## config.mk

```make
export PLATFORM = sky130hd
export DESIGN_NAME = seq_divider
export DESIGN_NICKNAME = d
export VERILOG_FILES = /design/src/rtl/seq_divider.sv
export SDC_FILE = /design/constraint.sdc
export NUM_CORES = 1
export LEC_CHECK = 0
export ABC_AREA = 1
export CELL_PAD_IN_SITES_DETAIL_PLACEMENT = 0
export CELL_PAD_IN_SITES_GLOBAL_PLACEMENT = 1
export CORE_ASPECT_RATIO = 1.5
export CORE_MARGIN = 2
export CORE_UTILIZATION = 41
export DETAILED_ROUTE_END_ITERATION = 6
export PLACE_DENSITY_LB_ADDON = 0.1
export REMOVE_ABC_BUFFERS = 1
export SKIP_CTS_REPAIR_TIMING = 1
export SLEW_MARGIN = 5
export SYNTH_ARGS = -nofsm -noshare
export SYNTH_HDL_FRONTEND = slang
export SYNTH_SLANG_ARGS = --single-unit
export TNS_END_PERCENT = 50
```

## constraint.sdc

```tcl
create_clock -name clk -period 2.55 [get_ports clk]
set_input_delay 0.6375 -clock clk [delete_from_list [all_inputs] [get_ports clk]]
set_output_delay 0.6375 -clock clk [all_outputs]
set_load 0.02 [all_outputs]
```

## src/rtl/seq_divider.sv

```systemverilog
// -----------------------------------------------------------------------------
// seq_divider
//   Sequential unsigned restoring divider. One quotient bit is resolved per
//   clock, MSB first, so a nonzero-divisor operation takes WIDTH cycles from
//   accept to result. A zero divisor skips the iterations and produces an
//   all-ones quotient, remainder = dividend and div_by_zero = 1 on the next
//   cycle.
//
//   Handshake: an operand pair is taken on an edge with in_valid && in_ready
//   (in_ready is high only while idle). The result is presented with
//   out_valid and held until an edge with out_ready = 1, after which the block
//   returns to idle; the next pair can be taken on the following edge.
//
// Ports
//   clk          in   clock, all state updates on the rising edge
//   rst_n        in   asynchronous active-low reset
//   in_valid     in   operand pair offered
//   in_ready     out  block can accept an operand pair (idle)
//   dividend     in   [WIDTH-1:0] unsigned dividend
//   divisor      in   [WIDTH-1:0] unsigned divisor
//   out_valid    out  result available
//   out_ready    in   consumer accepts the result
//   quotient     out  [WIDTH-1:0] unsigned quotient
//   remainder    out  [WIDTH-1:0] unsigned remainder
//   div_by_zero  out  result came from a zero divisor
// -----------------------------------------------------------------------------
module seq_divider #(
  parameter int WIDTH = 64
) (
  input  logic             clk,
  input  logic             rst_n,
  input  logic             in_valid,
  output logic             in_ready,
  input  logic [WIDTH-1:0] dividend,
  input  logic [WIDTH-1:0] divisor,
  output logic             out_valid,
  input  logic             out_ready,
  output logic [WIDTH-1:0] quotient,
  output logic [WIDTH-1:0] remainder,
  output logic             div_by_zero
);

  // One extra counter bit so the count reaches WIDTH without wrapping.
  localparam int CNT_W = $clog2(WIDTH) + 1;

  typedef enum logic [1:0] {
    IDLE = 2'd0,
    BUSY = 2'd1,
    DONE = 2'd2
  } state_t;

  state_t             state_q;
  logic [WIDTH-1:0]   divisor_q;
  logic [WIDTH:0]     prem_q;       // partial remainder
  logic [WIDTH-1:0]   quo_sh_q;     // dividend bits shift out, quotient bits shift in
  logic [CNT_W-1:0]   cnt_q;
  logic [WIDTH-1:0]   quotient_q;
  logic [WIDTH-1:0]   remainder_q;
  logic               dbz_q;

  logic [WIDTH:0]     shifted;
  logic [WIDTH+1:0]   trial_sum;
  logic               no_borrow;
  logic [WIDTH:0]     prem_d;
  logic [WIDTH-1:0]   quo_sh_d;

  // After every restore step the partial remainder is below the divisor, so
  // its top bit is always zero on entry to the next shift; it is only needed
  // for the shifted value, which can reach 2*divisor-1.
  logic               prem_msb_unused;
  assign prem_msb_unused = prem_q[WIDTH];

  // One restoring step: subtract via inverted divisor plus carry-in; the carry
  // out of the (WIDTH+1)-bit sum is the "no borrow" flag and the quotient bit.
  always_comb begin
    shifted   = {prem_q[WIDTH-1:0], quo_sh_q[WIDTH-1]};
    trial_sum = {1'b0, shifted}
              + {1'b0, ~{1'b0, divisor_q}}
              + {{(WIDTH+1){1'b0}}, 1'b1};
    no_borrow = trial_sum[WIDTH+1];
    prem_d    = no_borrow ? trial_sum[WIDTH:0] : shifted;
    quo_sh_d  = {quo_sh_q[WIDTH-2:0], no_borrow};
  end

  always_ff @(posedge clk or negedge rst_n) begin
    if (!rst_n) begin
      state_q     <= IDLE;
      divisor_q   <= '0;
      prem_q      <= '0;
      quo_sh_q    <= '0;
      cnt_q       <= '0;
      quotient_q  <= '0;
      remainder_q <= '0;
      dbz_q       <= 1'b0;
    end else begin
      case (state_q)
        IDLE: begin
          if (in_valid) begin
            divisor_q <= divisor;
            quo_sh_q  <= dividend;
            prem_q    <= '0;
            cnt_q     <= '0;
            if (divisor == '0) begin
              quotient_q  <= '1;
              remainder_q <= dividend;
              dbz_q       <= 1'b1;
              state_q     <= DONE;
            end else begin
              state_q     <= BUSY;
            end
          end
        end
        BUSY: begin
          prem_q   <= prem_d;
          quo_sh_q <= quo_sh_d;
          cnt_q    <= cnt_q + 1'b1;
          if (cnt_q == CNT_W'(WIDTH - 1)) begin
            quotient_q  <= quo_sh_d;
            remainder_q <= prem_d[WIDTH-1:0];
            dbz_q       <= 1'b0;
            state_q     <= DONE;
          end
        end
        DONE: begin
          if (out_ready) begin
            state_q <= IDLE;
          end
        end
        default: state_q <= IDLE;
      endcase
    end
  end

  assign in_ready    = (state_q == IDLE);
  assign out_valid   = (state_q == DONE);
  assign quotient    = quotient_q;
  assign remainder   = remainder_q;
  assign div_by_zero = dbz_q;

endmodule

```

# Word-level counts from Yosys, hierarchy flattened
# Index checks and enable logic that the tools add are counted.
[op_classes] addsub=3 n_eq_ne=7 mux=24 n_bitwise=1 reduce_logical=7
[op_table] op="2-to-1 mux 64 bit" n=9
[op_table] op="one-hot mux 64 bit (2 select lines)" n=4
[op_table] op="adder 65 x 65 -> 66 bit" n=1
[op_table] op="adder 66 x 1 -> 66 bit (second input constant)" n=1
[op_table] op="inverter 64 -> 65 bit" n=1
[op_table] op="logical NOT 64 bit" n=1
[op_table] op="one-hot mux 7 bit (2 select lines)" n=1
[op_table] op="2-to-1 mux 2 bit" n=4
[op_table] op="adder 7 x 1 -> 7 bit (second input constant)" n=1
[op_table] op="== test 7 x 6 -> 1 bit (second input constant)" n=1
[op_table] op="2-to-1 mux 7 bit" n=1
[op_table] op="one-hot mux 2 bit (3 select lines)" n=1
[op_table] op="inequality test 2 x 1 -> 1 bit (second input constant)" n=2
[op_table] op="inequality test 2 bit (second input constant)" n=2
[op_table] op="AND reduction 2 bit" n=2
[op_table] op="AND reduction 4 bit" n=1
[op_table] op="2-to-1 mux 1 bit" n=3
[op_table] op="AND reduction 3 bit" n=1
[op_table] op="== test 2 x 1 -> 1 bit (second input constant)" n=1
[op_table] op="== test 2 bit (second input constant)" n=1
[op_table] op="logical NOT 2 bit" n=1
[op_table] op="one-hot mux 1 bit (2 select lines)" n=1
[op_table] op="nonzero test 2 bit" n=1
[totals] reg_bits=330 inputBits=132 out_inout_bits=131 elab_cells=50

# Longest topological paths before layout
[logic_depth] depth_word=6 ltp_mapped=20 depth_no_buf=20

# Worst setup path before layout
# Ideal clock, no wire load.
[synth_path] path_kind="reg-to-reg" startpoint="register divisor_q[0]" endpoint="register remainder_q[52] (netlist: remainder[52])" setup_ps=113 t_arrival_ps=2090 required_ps=2437 slack_ps=348 path_stages_with_launch=19 path_buffers=0 period_less_slack_ps=2202 path_cell_list="dfrtp_1 > ha_1 > fa_1 > inv_1 > nand3_1 > nand2_1 > nand2_1 > nand2_1 > nand2_1 > nand2_1 > nand2_1 > nand2_1 > nand2_1 > nand3_1 > nand2_1 > nand2_4 > nand3_1 > nand2_1 > inv_1"
[synth_between] elab_chain_cells=6
[synth_lines] item="from (decl)" line_no="53" text="logic [WIDTH-1:0] divisor_q;"
[synth_lines] item="from (signal assigned)" line_no="99" text="divisor_q <= divisor;"
[synth_lines] item="inverter 64 -> 65 bit" line_no="78" text="+ {1'b0, ~{1'b0, divisor_q}}"
[synth_lines] item="adder 65 x 65 -> 66 bit" line_no="78"
[synth_lines] item="adder 66 x 1 -> 66 bit" line_no="79" text="+ {{(WIDTH+1){1'b0}}, 1'b1};"
[synth_lines] item="2-to-1 mux 64 bit" line_no="81" text="prem_d = no_borrow ? trial_sum[WIDTH:0] : shifted;"
[synth_lines] item="2-to-1 mux 64 bit" line_no="117" text="if (cnt_q == CNT_W'(WIDTH - 1)) begin"
[synth_lines] item="one-hot mux 64 bit (2 select lines)" line_no="96" text="case (state_q)"
[synth_lines] item="to (signal assigned)" line_no="105" text="remainder_q <= dividend;"
[synth_lines] item="to (signal assigned)" line_no="119" text="remainder_q <= prem_d[WIDTH-1:0];"
[synth_lines] item="to (decl)" line_no="58" text="logic [WIDTH-1:0] remainder_q;"
# No other way between the ends. The select of a mux whose other input is x is not followed.
# A chain may end at the register's enable or synchronous reset.

# Worst setup path in the final report
[layout_path] startpoint="register prem_q[50]" endpoint="register remainder_q[39] (netlist: remainder[39])"
[layout_between] elab_chain_cells=5
[layout_lines] item="from (decl)" line_no="54" text="logic [WIDTH:0] prem_q;"
[layout_lines] item="from (signal assigned)" line_no="114" text="prem_q <= prem_d;"
[layout_lines] item="adder 65 x 65 -> 66 bit" line_no="78"
[layout_lines] item="adder 66 x 1 -> 66 bit" line_no="79"
[layout_lines] item="2-to-1 mux 64 bit" line_no="81"
[layout_lines] item="2-to-1 mux 64 bit" line_no="117"
[layout_lines] item="one-hot mux 64 bit (2 select lines)" line_no="96"
# No other way between the ends. The select of a mux whose other input is x is not followed.

==> summary.txt <==
outcome: finished, violations left
violated checks: negative setup slack
fin crit share: 102%
Post-Synthesis Cells: 3,017
full die area: 52,900 um2
diodes inserted: 0
Worst EP arrival: 3150 ps
Most common cell on crit path: nand2_1
RSZ-0062 raised after global routing: true
Post-synth EDFFs: 0
Routed Antenna Nets: 0
Inst Count DP: 4,186
initial antenna violation count: 0
num rows: 101
global route overflow: 0
largest net degree at the start of global routing: 98
Hold WS: 57.3 ps
die span in x: 189 um
syn avg cell area: 6.94 um2
DRC Markers: 0
Routed WL: 75.1 mm
clk_skew: 21.4 ps
CP Cell Sequence: ha_1 > nand2_1 > o21ai_1 > nand2_1 > nand2_1 > nand2_1 > nand2_1 > a21oi_4 > a21oi_4 > buf_6 > buf_12 > clkbuf_16 > nand2_4 > nand3_2 > nand2_1 > inv_1
post-layout minimum cycle time: 2610 ps
Layout fillers: 4,651
Post-Syn Area: 20,900 um2
final setup TNS: -770 ps
initial core utilization: 41.4%
Nets: 3,770
fmax: 0.383 GHz
Max Cap Viol: 0
asr flop ratio synth: 100%
CP peak stage delay: 430 ps
Layout area overhead: 40.3%
die extent in y: 281 um
clk sinks: 330
final cell count without fillers: 4,265
HP Class: in -> async
crit path kind: reg -> reg
Core Area: 50,500 um2
Ports: 263
IO buf count: 262
Synth Register Bits: 330
CP endpoint kind: register
YS warnings: 0
first-pass GRT wire length: 115 mm
clock buffer depth: 3
Synth Flop Type: dfrtp_1
initial drt markers: 1,047
H-tree levels: 1
Clk pin slew, worst setup/hold paths: 70 ps
max-slew violations: 0
sequential share of the synthesized area: 39.4%
routed vias: 21,057
CTS tree: yes
Num CTS Buffers: 31
Post-DP HPWL: 57.7 mm
Worst EP required: 3090 ps
Wirelength per Cell: 17.6 um
CTS root buf: clkbuf_16
Hold Violations, Final: 0
RePlAce Congestion: 0.909
Slew @ Worst Pin: 859 ps
share of layout cells above drive strength 1: 21.2%
Total Routing Usage GR: 27.4%
final worst slack: -63.1 ps
# setup viols final: 28
Via density: 4.94
Clk Latency, worst-skew pair: 600 ps
vias in the first global route: 21,189
crit path max fanout: 7
Netlist cell types: 41
crit path launch type: register
TritonRoute pass-1 iters: 5
Rel. slew slack: 42.8%
Critical Path Slowest Stage Cell: dfrtp_1
[final timing paths]
path / from / end / slack [ps] / cells past startpoint
min in group clk: divisor_q[53]$_DFFE_PN0P_ / divisor_q[53]$_DFFE_PN0P_ / 490 / 2
min: rst_n / quotient[17]$_DFFE_PN0P_ / 60 / 1
max reg2reg: prem_q[50]$_DFFE_PN0P_ / remainder[39]$_DFFE_PN0P_ / -60 / 16
max: prem_q[50]$_DFFE_PN0P_ / remainder[39]$_DFFE_PN0P_ / -60 / 16
min reg2reg: divisor_q[53]$_DFFE_PN0P_ / divisor_q[53]$_DFFE_PN0P_ / 490 / 2
max in group asynchronous: rst_n / remainder[49]$_DFFE_PN0P_ / 1780 / 2
[per-layer routing]
metal  global-route usage (%)  part of all wire, %  vias up
met4                     7.97                  3.3        0
met5                        0                    0        -
met1                     32.9                   40    10004
li1                         -                    -    10422
met3                     2.11                  3.6      111
met2                     51.7                   53      520
[layout by cell type, fill, tap and decap left out, types with 31 or more instances in the layout]
cell type / instances
nand2_1: 776
inv_1: 591
dfrtp_1: 330
buf_4: 313
nor2_1: 279
clkdlybuf4s50_1: 260
o21ai_0: 148
nand3_1: 143
nand4_1: 85
nand2_2: 82
a221oi_1: 62
or2_2: 54
a21oi_1: 47
nand2_4: 43
nand3_2: 42
ha_4: 39
clkbuf_16: 34
xor2_1: 31
[state kept, by name, summed over array words and instances (netlist names)]
signal,count
prem_q,64
divisor_q,64
quo_sh_q,64
cnt_q,7
state_q,2
remainder,64
div_by_zero,1
quotient,64
[area by class of cell]
| type | count | area, um2 | share of cell area (%) |
|---|---|---|---|
| Inverter | 616 | 2310 | 7.87 |
| Multi-Input combinational cell | 1967 | 11000 | 37.3 |
| Tap cell | 669 | 837 | 2.85 |
| Clock inverter | 18 | 234 | 0.796 |
| Clock buffer | 39 | 886 | 3.01 |
| Sequential cell | 330 | 8260 | 28.1 |
| Timing Repair Buffer | 626 | 5890 | 20.0 |
[cells in the mapped netlist (5+ instances only)]
cell type	n	area share (%)
or2_1	7	0.21
ha_1	65	3.9
inv_1	599	11
inv_2	16	0.29
nand3_2	9	0.43
nand2_2	18	0.54
buf_2	22	0.53
nand3_1	177	4.2
nor3_1	14	0.33
nor2_1	292	5.2
nor2_4	6	0.32
o21ai_0	151	3.6
xor2_1	31	1.3
a221oi_1	62	2.6
nand4_1	85	2.5
clkbuf_1	66	1.2
nand2_1	851	15
nor2_2	7	0.21
buf_1	10	0.18
nand2_4	32	1.7
nand3b_1	5	0.18
o21bai_1	13	0.47
a21oi_1	60	1.4
or2_2	54	1.6
nor4_1	10	0.30
dfrtp_1	330	39
[kinds of logic (layout without fill, tap and decap cells)]
kind of cell / count (synthesis) / after routing / synth area share, %
AND/OR/NAND/NOR: 1572 / 1572 / 33.3
buffers and inverters: 720 / 1299 / 13.4
flip-flops: 330 / 330 / 39.4
AO/OA/AOI/OAI: 295 / 295 / 8.48
adder cells (fa/ha/maj): 66 / 66 / 3.98
XOR/XNOR: 34 / 34 / 1.42
[stage by stage]
| stage | util (%) | setup WS [ps] | cell area (um2) |
|---|---|---|---|
| final | 58.1 | -63.1 | 29400 |
| after floorplan | - | -7640 | 20500 |
| after global routing | 58.1 | -195 | 29400 |
| after global placement | 53.2 | -481 | 26900 |
| after CTS | 55.4 | -305 | 28000 |
| after detailed placement | 53.2 | -541 | 26900 |
[worst max-delay path: cells and delay by family, from the launching register on]
kind	cells	cell delay, ps
DFF	1	430
adders and majority gates	1	430
AOI/OAI and AO/OA	3	480
buffers and inverters	4	510
and+or+nand+nor	8	680
Power is left out: the tool's default activity adds up to more than one toggle a clock period on the data nets, which glitch-free logic cannot reach.
